===== src/rtl/write_resp_channel_arb.sv =====
// write_resp_channel_arb
// Return path of the write-response (B) channel. Two slave ports offer responses.
// A round-robin pointer picks the winner, which is captured into a one-deep holding
// register. The held response is then delivered to the master named by its ID.
// Only one response is in flight at a time.
//
// Ports
//   clk, rst                      clock, synchronous active-high reset
//   S0x_AXI_bid/bresp/bvalid      slave response in (bid = target master)
//   S0x_AXI_bready                capture strobe to slave (combinational, IDLE only)
//   M0x_AXI_bresp/bvalid          response to master (driven from flops)
//   M0x_AXI_bready                master accepts response
//   Resp_Busy                     a response is being held
//   Err_Count                     saturating count of SLVERR/DECERR/undeliverable responses
module write_resp_channel_arb #(
  parameter int unsigned Num_OF_Masters  = 2,
  parameter int unsigned Masters_ID_Size = (Num_OF_Masters > 1) ? $clog2(Num_OF_Masters) : 1,
  parameter int unsigned Err_Cnt_Width   = 8
) (
  input  logic                       clk,
  input  logic                       rst,
  input  logic [Masters_ID_Size-1:0] S00_AXI_bid,
  input  logic [1:0]                 S00_AXI_bresp,
  input  logic                       S00_AXI_bvalid,
  output logic                       S00_AXI_bready,
  input  logic [Masters_ID_Size-1:0] S01_AXI_bid,
  input  logic [1:0]                 S01_AXI_bresp,
  input  logic                       S01_AXI_bvalid,
  output logic                       S01_AXI_bready,
  output logic [1:0]                 M00_AXI_bresp,
  output logic                       M00_AXI_bvalid,
  input  logic                       M00_AXI_bready,
  output logic [1:0]                 M01_AXI_bresp,
  output logic                       M01_AXI_bvalid,
  input  logic                       M01_AXI_bready,
  output logic                       Resp_Busy,
  output logic [Err_Cnt_Width-1:0]   Err_Count
);

  typedef enum logic [0:0] {StIdle, StHold} state_e;

  state_e                   state_q;
  logic                     ptr_q;       // 0: S00 has priority, 1: S01 has priority
  logic                     served_q;    // slave whose response is held
  logic                     held_err_q;  // held response counts as an error on release
  logic                     m0_valid_q, m1_valid_q;
  logic [1:0]               m0_resp_q, m1_resp_q;
  logic [Err_Cnt_Width-1:0] err_q;

  logic                       grant_s0, grant_s1;
  logic [Masters_ID_Size-1:0] win_id;
  logic [1:0]                 win_resp;
  logic                       win_to_m0, win_to_m1;
  logic                       release_hold;

  always_comb begin
    grant_s0 = !rst && (state_q == StIdle) && S00_AXI_bvalid && (!ptr_q || !S01_AXI_bvalid);
    grant_s1 = !rst && (state_q == StIdle) && S01_AXI_bvalid && (ptr_q || !S00_AXI_bvalid);
    win_id   = grant_s1 ? S01_AXI_bid   : S00_AXI_bid;
    win_resp = grant_s1 ? S01_AXI_bresp : S00_AXI_bresp;
    // An ID without a master port decodes to neither output.
    win_to_m0 = (32'(win_id) == 32'd0) && (Num_OF_Masters > 0);
    win_to_m1 = (32'(win_id) == 32'd1) && (Num_OF_Masters > 1);
    // With no master addressed the response is simply dropped after one HOLD cycle.
    release_hold = !(m0_valid_q || m1_valid_q)
                 || (m0_valid_q && M00_AXI_bready)
                 || (m1_valid_q && M01_AXI_bready);
  end

  assign S00_AXI_bready = grant_s0;
  assign S01_AXI_bready = grant_s1;
  assign M00_AXI_bvalid = m0_valid_q;
  assign M00_AXI_bresp  = m0_resp_q;
  assign M01_AXI_bvalid = m1_valid_q;
  assign M01_AXI_bresp  = m1_resp_q;
  assign Resp_Busy      = (state_q == StHold);
  assign Err_Count      = err_q;

  always_ff @(posedge clk) begin
    if (rst) begin
      state_q    <= StIdle;
      ptr_q      <= 1'b0;
      served_q   <= 1'b0;
      held_err_q <= 1'b0;
      m0_valid_q <= 1'b0;
      m1_valid_q <= 1'b0;
      m0_resp_q  <= 2'b00;
      m1_resp_q  <= 2'b00;
      err_q      <= '0;
    end else begin
      unique case (state_q)
        StIdle: begin
          if (grant_s0 || grant_s1) begin
            state_q    <= StHold;
            served_q   <= grant_s1;
            held_err_q <= win_resp[1] || !(win_to_m0 || win_to_m1);
            m0_valid_q <= win_to_m0;
            m1_valid_q <= win_to_m1;
            m0_resp_q  <= win_to_m0 ? win_resp : 2'b00;
            m1_resp_q  <= win_to_m1 ? win_resp : 2'b00;
          end
        end
        StHold: begin
          if (release_hold) begin
            state_q    <= StIdle;
            ptr_q      <= ~served_q;
            m0_valid_q <= 1'b0;
            m1_valid_q <= 1'b0;
            m0_resp_q  <= 2'b00;
            m1_resp_q  <= 2'b00;
            if (held_err_q && (err_q != '1)) begin
              err_q <= err_q + 1'b1;
            end
          end
        end
        default: state_q <= StIdle;
      endcase
    end
  end

endmodule


===== config.mk =====
export PLATFORM = sky130hd
export DESIGN_NAME = write_resp_channel_arb
export DESIGN_NICKNAME = d
export VERILOG_FILES = /design/src/rtl/write_resp_channel_arb.sv
export SDC_FILE = /design/constraint.sdc
export NUM_CORES = 1
export LEC_CHECK = 0
export ABC_CLOCK_PERIOD_IN_PS = 1700
export CAP_MARGIN = 10
export CORE_MARGIN = 5
export CORE_UTILIZATION = 25
export DETAILED_ROUTE_END_ITERATION = 10
export GPL_ROUTABILITY_DRIVEN = 0
export GPL_TIMING_DRIVEN = 0
export PLACE_DENSITY = 0.46
export SLEW_MARGIN = 40
export SYNTH_ARGS = -nofsm -noshare
export SYNTH_HDL_FRONTEND = slang
export SYNTH_SLANG_ARGS = --single-unit

===== constraint.sdc =====
create_clock -name clk -period 1.7 [get_ports clk]
set_input_delay 0.255 -clock clk [delete_from_list [all_inputs] [get_ports clk]]
set_output_delay 0.255 -clock clk [all_outputs]
set_load 0.02 [all_outputs]

# Word level (Yosys, flattened, before mapping)
# Cells that the tools add are included.
[op_classes] add_sub_neg=1 n_eq_ne=3 mux=17 n_bitwise=3 n_reduce_logical=23
[op_table] operator="two-way mux 2 bit" n=6
[op_table] operator="adder 8 x 1 -> 8 bit (second input constant)" n=1
[op_table] operator="logical AND 1 bit" n=8
[op_table] operator="inequality test 8 bit (second input constant)" n=1
[op_table] operator="one-hot mux 2 bit (2 select lines)" n=2
[op_table] operator="logical OR 1 bit" n=6
[op_table] operator="two-way mux 1 bit" n=6
[op_table] operator="one-hot mux 1 bit (2 select lines)" n=3
[op_table] operator="AND reduction 2 bit" n=3
[op_table] operator="logical NOT 1 bit" n=5
[op_table] operator="inequality test 2 x 1 -> 1 bit (second input constant)" n=2
[op_table] operator="inverter 1 bit" n=3
[op_table] operator="AND reduction 3 bit" n=1
[word_totals] register_bits=18 in_bits=12 out_inout_bits=17 word_cells=56

# Depth between registers and ports, before layout
# Gate-level depths: netlist of the first run.
[depth] word_depth=8 mapped_depth=6 mapped_depth_nobuf=5

# Worst setup path before layout of the first run
# Ideal clock, no wire load.
[synth_timing] path_type="reg2reg" from="register m0_valid_q (netlist: M00_AXI_bvalid)" to="register err_q[5] (netlist: Err_Count[5])" setup_time_ps=123 arrival_time_ps=1511 t_required_ps=1577 path_slack_ps=65 stages_incl_launch_ff=6 n_path_buf=1 period_less_slack_ps=1635 path_cell_list="dfxtp_1 -> a22o_2 -> o21ai_2 -> buf_6 -> nor4_1 -> mux2_1"
[synth_between] elab_chain_len=5 elab_cells_between_ends=6
[synth_lines] element="start: declaration" line_no="46" text="logic m0_valid_q, m1_valid_q;"
[synth_lines] element="start signal: assignment" line_no="97" text="m0_valid_q <= win_to_m0;"
[synth_lines] element="logical OR 1 bit" line_no="65" text="release_hold = !(m0_valid_q || m1_valid_q)"
[synth_lines] element="logical NOT 1 bit" line_no="65"
[synth_lines] element="logical OR 1 bit *" line_no="66" text="|| (m0_valid_q && M00_AXI_bready)"
[synth_lines] element="logical OR 1 bit *" line_no="67" text="|| (m1_valid_q && M01_AXI_bready);"
[synth_lines] element="AND reduction 3 bit (no line) *"
[synth_lines] element="end signal: assignment" line_no="112" text="err_q <= err_q + 1'b1;"
[synth_lines] element="end: declaration" line_no="48" text="logic [Err_Cnt_Width-1:0] err_q;"
# Mark *: on every way between the ends. The rest lies on a longest branch, timed or not.
# A chain may end at the register's enable or synchronous reset.

# Worst setup path after layout of the first run
[layout_timing] from="input port M01_AXI_bready" to="register err_q[5] (netlist: Err_Count[5])"
[layout_between] elab_chain_len=3
[layout_lines] element="start: declaration" line_no="35" text="input logic M01_AXI_bready,"
[layout_lines] element="logical AND 1 bit" line_no="67"
[layout_lines] element="logical OR 1 bit" line_no="67"
[layout_lines] element="AND reduction 3 bit (no line)"
# No other way between the ends.

==> impl_metrics.csv, run 1 <==
group,metric,value,unit
outcome,run_status,"finished, final reports clean",
synth,synth.lib_cells_used.distinct,34,
place,buffer_ports.inserted,27,
worst_setup_path,worstSetupEndpointType,"flip-flop",
worst_hold_path,hold_depth,3,
sta,clock-skew-final,0.00498,ns
cts,ctsRootBufferMaster,"sky130_fd_sc_hd__clkbuf_8",
cts,tritoncts,"yes",
route,route.met2.wl,1.14,mm
power,design_power_total,1.01,mW
cts,insertion_delay,0.25,ns
route,dr.first_iter.drc_count,86,
synth,ys_seq_area_frac,0.385,
sta,final_hold_violation_count,0,
cts,postCtsSetupBuffers,0,
sta,finalSetupViolations,0,
global_route,grt.total_usage,0.101,
cts,clock_slew_at_the_register_clock_pins_of_the_worst_setup_and_hold_paths,0.07,ns
power,leak_pwr,0.556,nW
finish,fillers,392,
worst_setup_path,critPathMaxFanout,10,
global_route,grt_first_pass_wirelength,4.27,mm
route,route.layer.met1.wl,1.05,mm
route,routed_wirelength,2.37,mm
place,placed_area,1270,µm²
route,drc,0,
route,vias_per_cell,4.75,
power,power_density,739,nW/µm²
finish,areaGrowthSynthToFinish,46.1,%
worst_setup_path,timing.critical_path.arrival,1.78,ns
place,pre_cts_ws,-0.305,ns
route,route.detailed.wl_per_inst,12.9,µm
die,floorplan.die_area,5070,µm²
die,floorplan.io_pins,29,
worst_setup_path,cp_data_required_time,1.85,ns
synth,synth_seq_cells,18,
synth,synthesis.nets,117,
route,ant_nets,0,
worst_setup_path,path_class,"in -> reg",
die,horizontal_die_dimension,71.2,µm
sta,timing.final.ws_setup,0.0648,ns
finish,design_area,1370,µm²
die,placementRows,22,
cts,number_of_clock_sinks_seen_by_cts,18,
sta,timing_worst_slew_pin_value,0.726,ns
place,detailed_place_hpwl,1.80,mm
die,floorplan.initialDensity,0.258,
cts,cts_buffer_depth,2,
power,vdd_drop_max,0.000401,V
route,first_pass_iters,4,
sta,layout_worst_path_cycle_share,0.962,
sta,final_slew_viol_count,0,
route,wl_met3,173,µm
finish,insertedDiodeCount,0,
sta,maxSlewHeadroom,0.512,
cts,htreeDepth,1,
die,chipHeight,71.2,µm
global_route,overflow,0,
synth,postSynthAreaPerCell,9.00,µm²
finish,utilization,0.376,
synth,synth_area,936,µm²
worst_hold_path,hold_path.class,"in -> reg",
route,highest-signal-layer,"met3",
cts,post_cts_resized,4,
finish,layout-drive-gt1-share,0.141,
finish,nNetsFinal,149,
sta,worst_hold_slack,0.471,ns
synth,synthCells,104,
flow_run,maxCapViolCount,0,
global_route,grt_start_max_net_pins,11,
cts,tritoncts.num_buffers,3,
sta,max_freq,612,MHz
worst_setup_path,reg2reg_slack,0.11,ns
global_route,grt_pass1_vias,934,
worst_setup_path,rr_worst_depth,6,
worst_setup_path,critPathLaunchType,"input pin",
synth,yosys_warnings,0,
route,routed-via-count,869,
cts,post_cts_hold_buffer_count,0,
sta,period_minus_slack,1.64,ns
die,core-area,3630,µm²
global_route,antenna_found_initial,0,
==> cell type report <==
cell class                 instances  area [µm²]  area share
tap                               48        60.1      0.0439
buffer                             4        26.3      0.0192
clock buffer                       4        55.1      0.0403
inverter                           3        11.3     0.00823
sequential                        18         362       0.264
multi-input combinational         79         581       0.425
timing repair buffer              27         273       0.199
==> worst max-delay path, stage by stage <==
cell                              delay [ns]
sky130_fd_sc_hd__clkdlybuf4s50_1        0.47
sky130_fd_sc_hd__a22o_2                 0.15
sky130_fd_sc_hd__o21ai_2                0.10
sky130_fd_sc_hd__buf_6                  0.18
sky130_fd_sc_hd__nor4_2                 0.28
sky130_fd_sc_hd__mux2_1                 0.34
==> final timing paths <==
check                              end                       from
max reg2reg  Err_Count[3]$_SDFFE_PP0P_  Err_Count[0]$_SDFFE_PP0P_
min              served_q$_SDFFE_PP0P_             S01_AXI_bvalid
min reg2reg      served_q$_SDFFE_PP0P_      served_q$_SDFFE_PP0P_
max          Err_Count[5]$_SDFFE_PP0P_             M01_AXI_bready
==> where the power goes <==
part	leakage (nW)	internal, mW	switching (mW)
Clock	0.0288	0.206	0.148
Combinational	0.380	0.0930	0.0992
Sequential	0.147	0.443	0.0220
==> cell usage after synthesis <==
| library cell | n | share of area |
|---|---|---|
| sky130_fd_sc_hd__dfxtp_1 | 18 | 0.39 |
| sky130_fd_sc_hd__nor2_1 | 9 | 0.036 |
| sky130_fd_sc_hd__nand2_1 | 8 | 0.032 |
| sky130_fd_sc_hd__nand2b_1 | 8 | 0.053 |
| sky130_fd_sc_hd__mux2i_1 | 7 | 0.075 |
| sky130_fd_sc_hd__a21oi_1 | 5 | 0.027 |
| sky130_fd_sc_hd__a22o_1 | 5 | 0.047 |
| sky130_fd_sc_hd__o31ai_1 | 4 | 0.032 |
| sky130_fd_sc_hd__or4_1 | 4 | 0.032 |
| sky130_fd_sc_hd__mux2_1 | 3 | 0.036 |
| sky130_fd_sc_hd__nand4_1 | 3 | 0.020 |
| sky130_fd_sc_hd__nor2b_1 | 3 | 0.020 |
| sky130_fd_sc_hd__nor3_1 | 3 | 0.016 |
| sky130_fd_sc_hd__clkbuf_1 | 2 | 0.0080 |
| sky130_fd_sc_hd__inv_1 | 2 | 0.0080 |
| sky130_fd_sc_hd__nor4_1 | 2 | 0.013 |
| sky130_fd_sc_hd__a211oi_1 | 1 | 0.0080 |
| sky130_fd_sc_hd__a22o_2 | 1 | 0.011 |
| sky130_fd_sc_hd__and3_1 | 1 | 0.0067 |
| sky130_fd_sc_hd__buf_2 | 1 | 0.0053 |
| sky130_fd_sc_hd__buf_6 | 1 | 0.012 |
| sky130_fd_sc_hd__ha_1 | 1 | 0.013 |
| sky130_fd_sc_hd__inv_2 | 1 | 0.0040 |
| sky130_fd_sc_hd__nand3_1 | 1 | 0.0053 |
| sky130_fd_sc_hd__nand3_2 | 1 | 0.011 |
| sky130_fd_sc_hd__nand4_2 | 1 | 0.013 |
| sky130_fd_sc_hd__nor3b_1 | 1 | 0.0080 |
| sky130_fd_sc_hd__nor3b_2 | 1 | 0.013 |
| sky130_fd_sc_hd__o21ai_0 | 1 | 0.0053 |
| sky130_fd_sc_hd__o21ai_2 | 1 | 0.0094 |
| sky130_fd_sc_hd__o21ba_2 | 1 | 0.011 |
| sky130_fd_sc_hd__o2bb2ai_1 | 1 | 0.0094 |
| sky130_fd_sc_hd__or2_0 | 1 | 0.0067 |
| sky130_fd_sc_hd__or2_1 | 1 | 0.0067 |
==> cells in the final DEF, fill, tap and decap left out, drive strengths merged <==
cell,count
a211oi,1
clkdlybuf4s15,1
or4,4
and3,1
buf,1
nor4,2
nand3,2
nor2,9
nand4,4
o31ai,4
nor3,3
o21ai,2
mux2,3
nor3b,2
nand2b,8
o2bb2ai,1
clkbuf,8
dlymetal6s2s,3
nand2,8
ha,1
o21ba,1
mux2i,7
a22o,6
or2,2
dfxtp,18
inv,3
a21oi,5
nor2b,3
clkdlybuf4s50,22
==> layer usage <==
layer | GRT usage | vias to the layer above
li1 | - | 445
met1 | 0.128 | 398
met5 | 0 | -
met3 | 0.0455 | 0
met4 | 0.00626 | 0
met2 | 0.166 | 26
==> logic make-up after synthesis <==
family / count (synthesis) / synth area share
AND/OR/NAND/NOR: 48 / 0.294
AO/OA/AOI/OAI: 20 / 0.159
flip-flops: 18 / 0.385
multiplexers: 10 / 0.111
adder cells (fa/ha/maj): 1 / 0.0134
buffers and inverters: 7 / 0.0374
==> sequential cells by signal, indices dropped and copies added (netlist names) <==
signal and count:
M00_AXI_bvalid 1, M01_AXI_bvalid 1, M00_AXI_bresp 2, Err_Count 8
Resp_Busy 1, M01_AXI_bresp 2, held_err_q 1, served_q 1
ptr_q 1
==> stage by stage <==
step | TNS, ns | cells
final | 0 | 183
after global routing | -0.0124 | 183
after CTS | 0 | 183
after detailed placement | -1.78 | 179
after global placement | -1.55 | 179
after floorplan | 0 | 104
No activity file was read; power rests on OpenSTA's default activity.
==> run 2: changes to the inputs <==
Settings changed: ABC_CLOCK_PERIOD_IN_PS 1700 to 1900.
Clock period 1.7 ns to 1.9 ns, I/O delays scaled along.
==> run 2 against run 1 <==
Net effect: clock power decreased by 11%; sequential cell count did not move; final area down 3.0%; final cell count did not move; largest power group unchanged; clock-buffer cell count did not move; power down 11%; combinational power shrank 13%; critical path depth is 2 lower; highest routed layer unchanged; sequential power shrank 11%; die area unchanged; critical path type is now reg -> out; core utilization decreased by 1.1 points; sequential share of layout area increased by 0.73 points.
==> impl_metrics.csv, run 2 (synthesis gave the netlist of run 1 again) <==
group,metric,value,unit
die,placementRows,22,
power,clock_power_share,0.350,
worst_setup_path,cp_data_required_time,1.62,ns
power,power_density,675,nW/µm²
place,detailed_place_hpwl,1.80,mm
cts,post_cts_resized,2,
outcome,run_status,"finished, final reports clean",
die,horizontal_die_dimension,71.2,µm
finish,max_ffs_per_register,8,
die,floorplan.io_pins,29,
finish,layout-drive-gt1-share,0.0963,
worst_setup_path,worstSetupEndpointType,"primary output",
worst_setup_path,critPathLaunchType,"flip-flop",
finish,design_area,1330,µm²
sta,layout_worst_path_cycle_share,0.913,
worst_setup_path,critical-path-slowest-cell,"sky130_fd_sc_hd__dfxtp_1",
route,vias_per_cell,4.67,
die,floorplan.die_area,5070,µm²
global_route,grt_pass1_vias,930,
power,netSwitchingFraction,0.261,
cts,tritoncts.num_buffers,3,
worst_setup_path,path_class,"reg -> out",
cts,clock_slew_at_the_register_clock_pins_of_the_worst_setup_and_hold_paths,0.07,ns
route,ant_nets,0,
die,core-area,3630,µm²
finish,nNetsFinal,149,
finish,insertedDiodeCount,0,
route,routed-via-count,855,
route,dr.first_iter.drc_count,78,
power,p_sw,233,µW
route,first_pass_iters,4,
finish,mostFrequentLayoutCells,"sky130_fd_sc_hd__clkdlybuf4s50_1, sky130_fd_sc_hd__dfxtp_1, sky130_fd_sc_hd__nor2_1, sky130_fd_sc_hd__nand2b_1, sky130_fd_sc_hd__nand2_1",
die,chipHeight,71.2,µm
power,design_power_total,895,µW
power,share_seq_of_total_power,0.463,
sta,maxSlewHeadroom,0.519,
cts,cts_buffer_depth,2,
worst_setup_path,reg2reg_slack,0.23,ns
sta,final_hold_violation_count,0,
power,comb_power_share,0.187,
worst_hold_path,holdCritStartpoint,"served_q$_SDFFE_PP0P_",
flow_run,maxCapViolCount,0,
worst_setup_path,worst_r2r_endpoint,"Err_Count[6]$_SDFFE_PP0P_",
route,route.detailed.wl_per_inst,12.7,µm
sta,clock-skew-final,0.00379,ns
worst_hold_path,hold_path_end,"served_q$_SDFFE_PP0P_",
power,leak_pwr,0.524,nW
cts,postCtsSetupBuffers,0,
sta,timing_worst_slew_pin_value,0.715,ns
cts,ctsRootBufferMaster,"sky130_fd_sc_hd__clkbuf_8",
place,buffer_ports.inserted,27,
finish,utilization,0.365,
power,p_int,662,µW
worst_setup_path,critPathMaxFanout,8,
finish,areaGrowthSynthToFinish,41.7,%
worst_setup_path,slowest_delay,0.37,ns
route,routed_wirelength,2.32,mm
worst_setup_path,timing.rr.start,"Err_Count[0]$_SDFFE_PP0P_",
place,placed_area,1270,µm²
finish,layout_commonest_cell,"sky130_fd_sc_hd__clkdlybuf4s50_1",
route,drc,0,
sta,max_freq,576,MHz
cts,htreeDepth,1,
global_route,overflow,0,
global_route,grt_first_pass_wirelength,4.26,mm
sta,finalSetupViolations,0,
worst_hold_path,hold_depth,2,
cts,post_cts_hold_buffer_count,0,
sta,period_minus_slack,1.74,ns
power,vdd_drop_max,0.000354,V
die,floorplan.initialDensity,0.258,
worst_setup_path,timing.critical_path.arrival,1.45,ns
global_route,antenna_found_initial,0,
cts,number_of_clock_sinks_seen_by_cts,18,
global_route,grt_start_max_net_pins,11,
cts,insertion_delay,0.25,ns
cts,tritoncts,"yes",
worst_hold_path,hold_path.class,"reg -> reg",
worst_setup_path,cp_cell_sequence,"nor2_1, nand3_4, inv_1, dlygate4sd2_1",
worst_setup_path,rr_worst_depth,6,
sta,rsz0062_at_grt,"false",
sta,final_slew_viol_count,0,
global_route,grt.total_usage,0.101,
run 2: changes by cell type in the layout (fill, tap and decap cells not counted), moves of 2 or more:
cell and change:
sky130_fd_sc_hd__dlymetal6s2s_1 -3, sky130_fd_sc_hd__nor4_1 +2, sky130_fd_sc_hd__dlygate4sd2_1 +2, sky130_fd_sc_hd__clkdlybuf4s50_1 +3
run 2: how the worst max path moves through the flow:
stage / end / depth (start not counted) / slack, ns / start
final: S01_AXI_bready / 4 / 0.16 / Resp_Busy$_SDFF_PP0_
after global routing: S01_AXI_bready / 4 / 0.03 / Resp_Busy$_SDFF_PP0_
after CTS: S01_AXI_bready / 5 / 0.10 / S00_AXI_bvalid
after detailed placement: S01_AXI_bready / 5 / -0.17 / S00_AXI_bvalid
after global placement: S01_AXI_bready / 5 / -0.18 / S00_AXI_bvalid
after floorplan: Err_Count[5]$_SDFFE_PP0P_ / 5 / 0.27 / M00_AXI_bvalid$_SDFFE_PP0P_
run 2: power groups by stage:
stage / Sequential (mW) / Combinational, mW / Clock (mW)
2_1_floorplan: 0.433 / 0.0829 / 0
3_3_place_gp: 0.422 / 0.169 / 0
3_5_place_dp: 0.423 / 0.169 / 0
4_1_cts: 0.415 / 0.168 / 0.327
5_1_grt: 0.419 / 0.186 / 0.353
6_report: 0.415 / 0.167 / 0.313
run 2: per-layer routing:
| layer | vias to the layer above | global-route usage | share of wire |
|---|---|---|---|
| li1 | 441 | - | - |
| met1 | 383 | 0.127 | 0.44 |
| met2 | 31 | 0.166 | 0.48 |
| met3 | 0 | 0.0455 | 0.078 |
| met4 | 0 | 0.00626 | 0 |
| met5 | - | 0 | 0 |
run 2: per-stage QoR:
| step | hold slack [ns] | setup WS, ns | cells | setup TNS, ns |
|---|---|---|---|---|
| 4_1_cts | 0.491 | 0.101 | 183 | 0 |
| 5_1_grt | 0.517 | 0.0251 | 183 | 0 |
| 6_report | 0.486 | 0.165 | 183 | 0 |
| 3_5_place_dp | 0.466 | -0.165 | 179 | -0.385 |
| 2_1_floorplan | 0.444 | 0.265 | 104 | 0 |
| 3_3_place_gp | 0.460 | -0.176 | 179 | -0.335 |
run 2: layout make-up:
type	instances	area (µm²)
Timing Repair Buffer	27	268
Clock buffer	4	55.1
Buffer	4	23.8
Tap cell	48	60.1
Multi-Input combinational cell	79	548
Sequential cell	18	360
Inverter	3	11.3
Fill cell	401	2310
run 2: critical path, delay by kind of cell, from the launching register on:
kind                   cells  cell delay, ns
flip-flops                 1            0.37
AND/OR/NAND/NOR            2            0.42
buffers and inverters      2            0.41
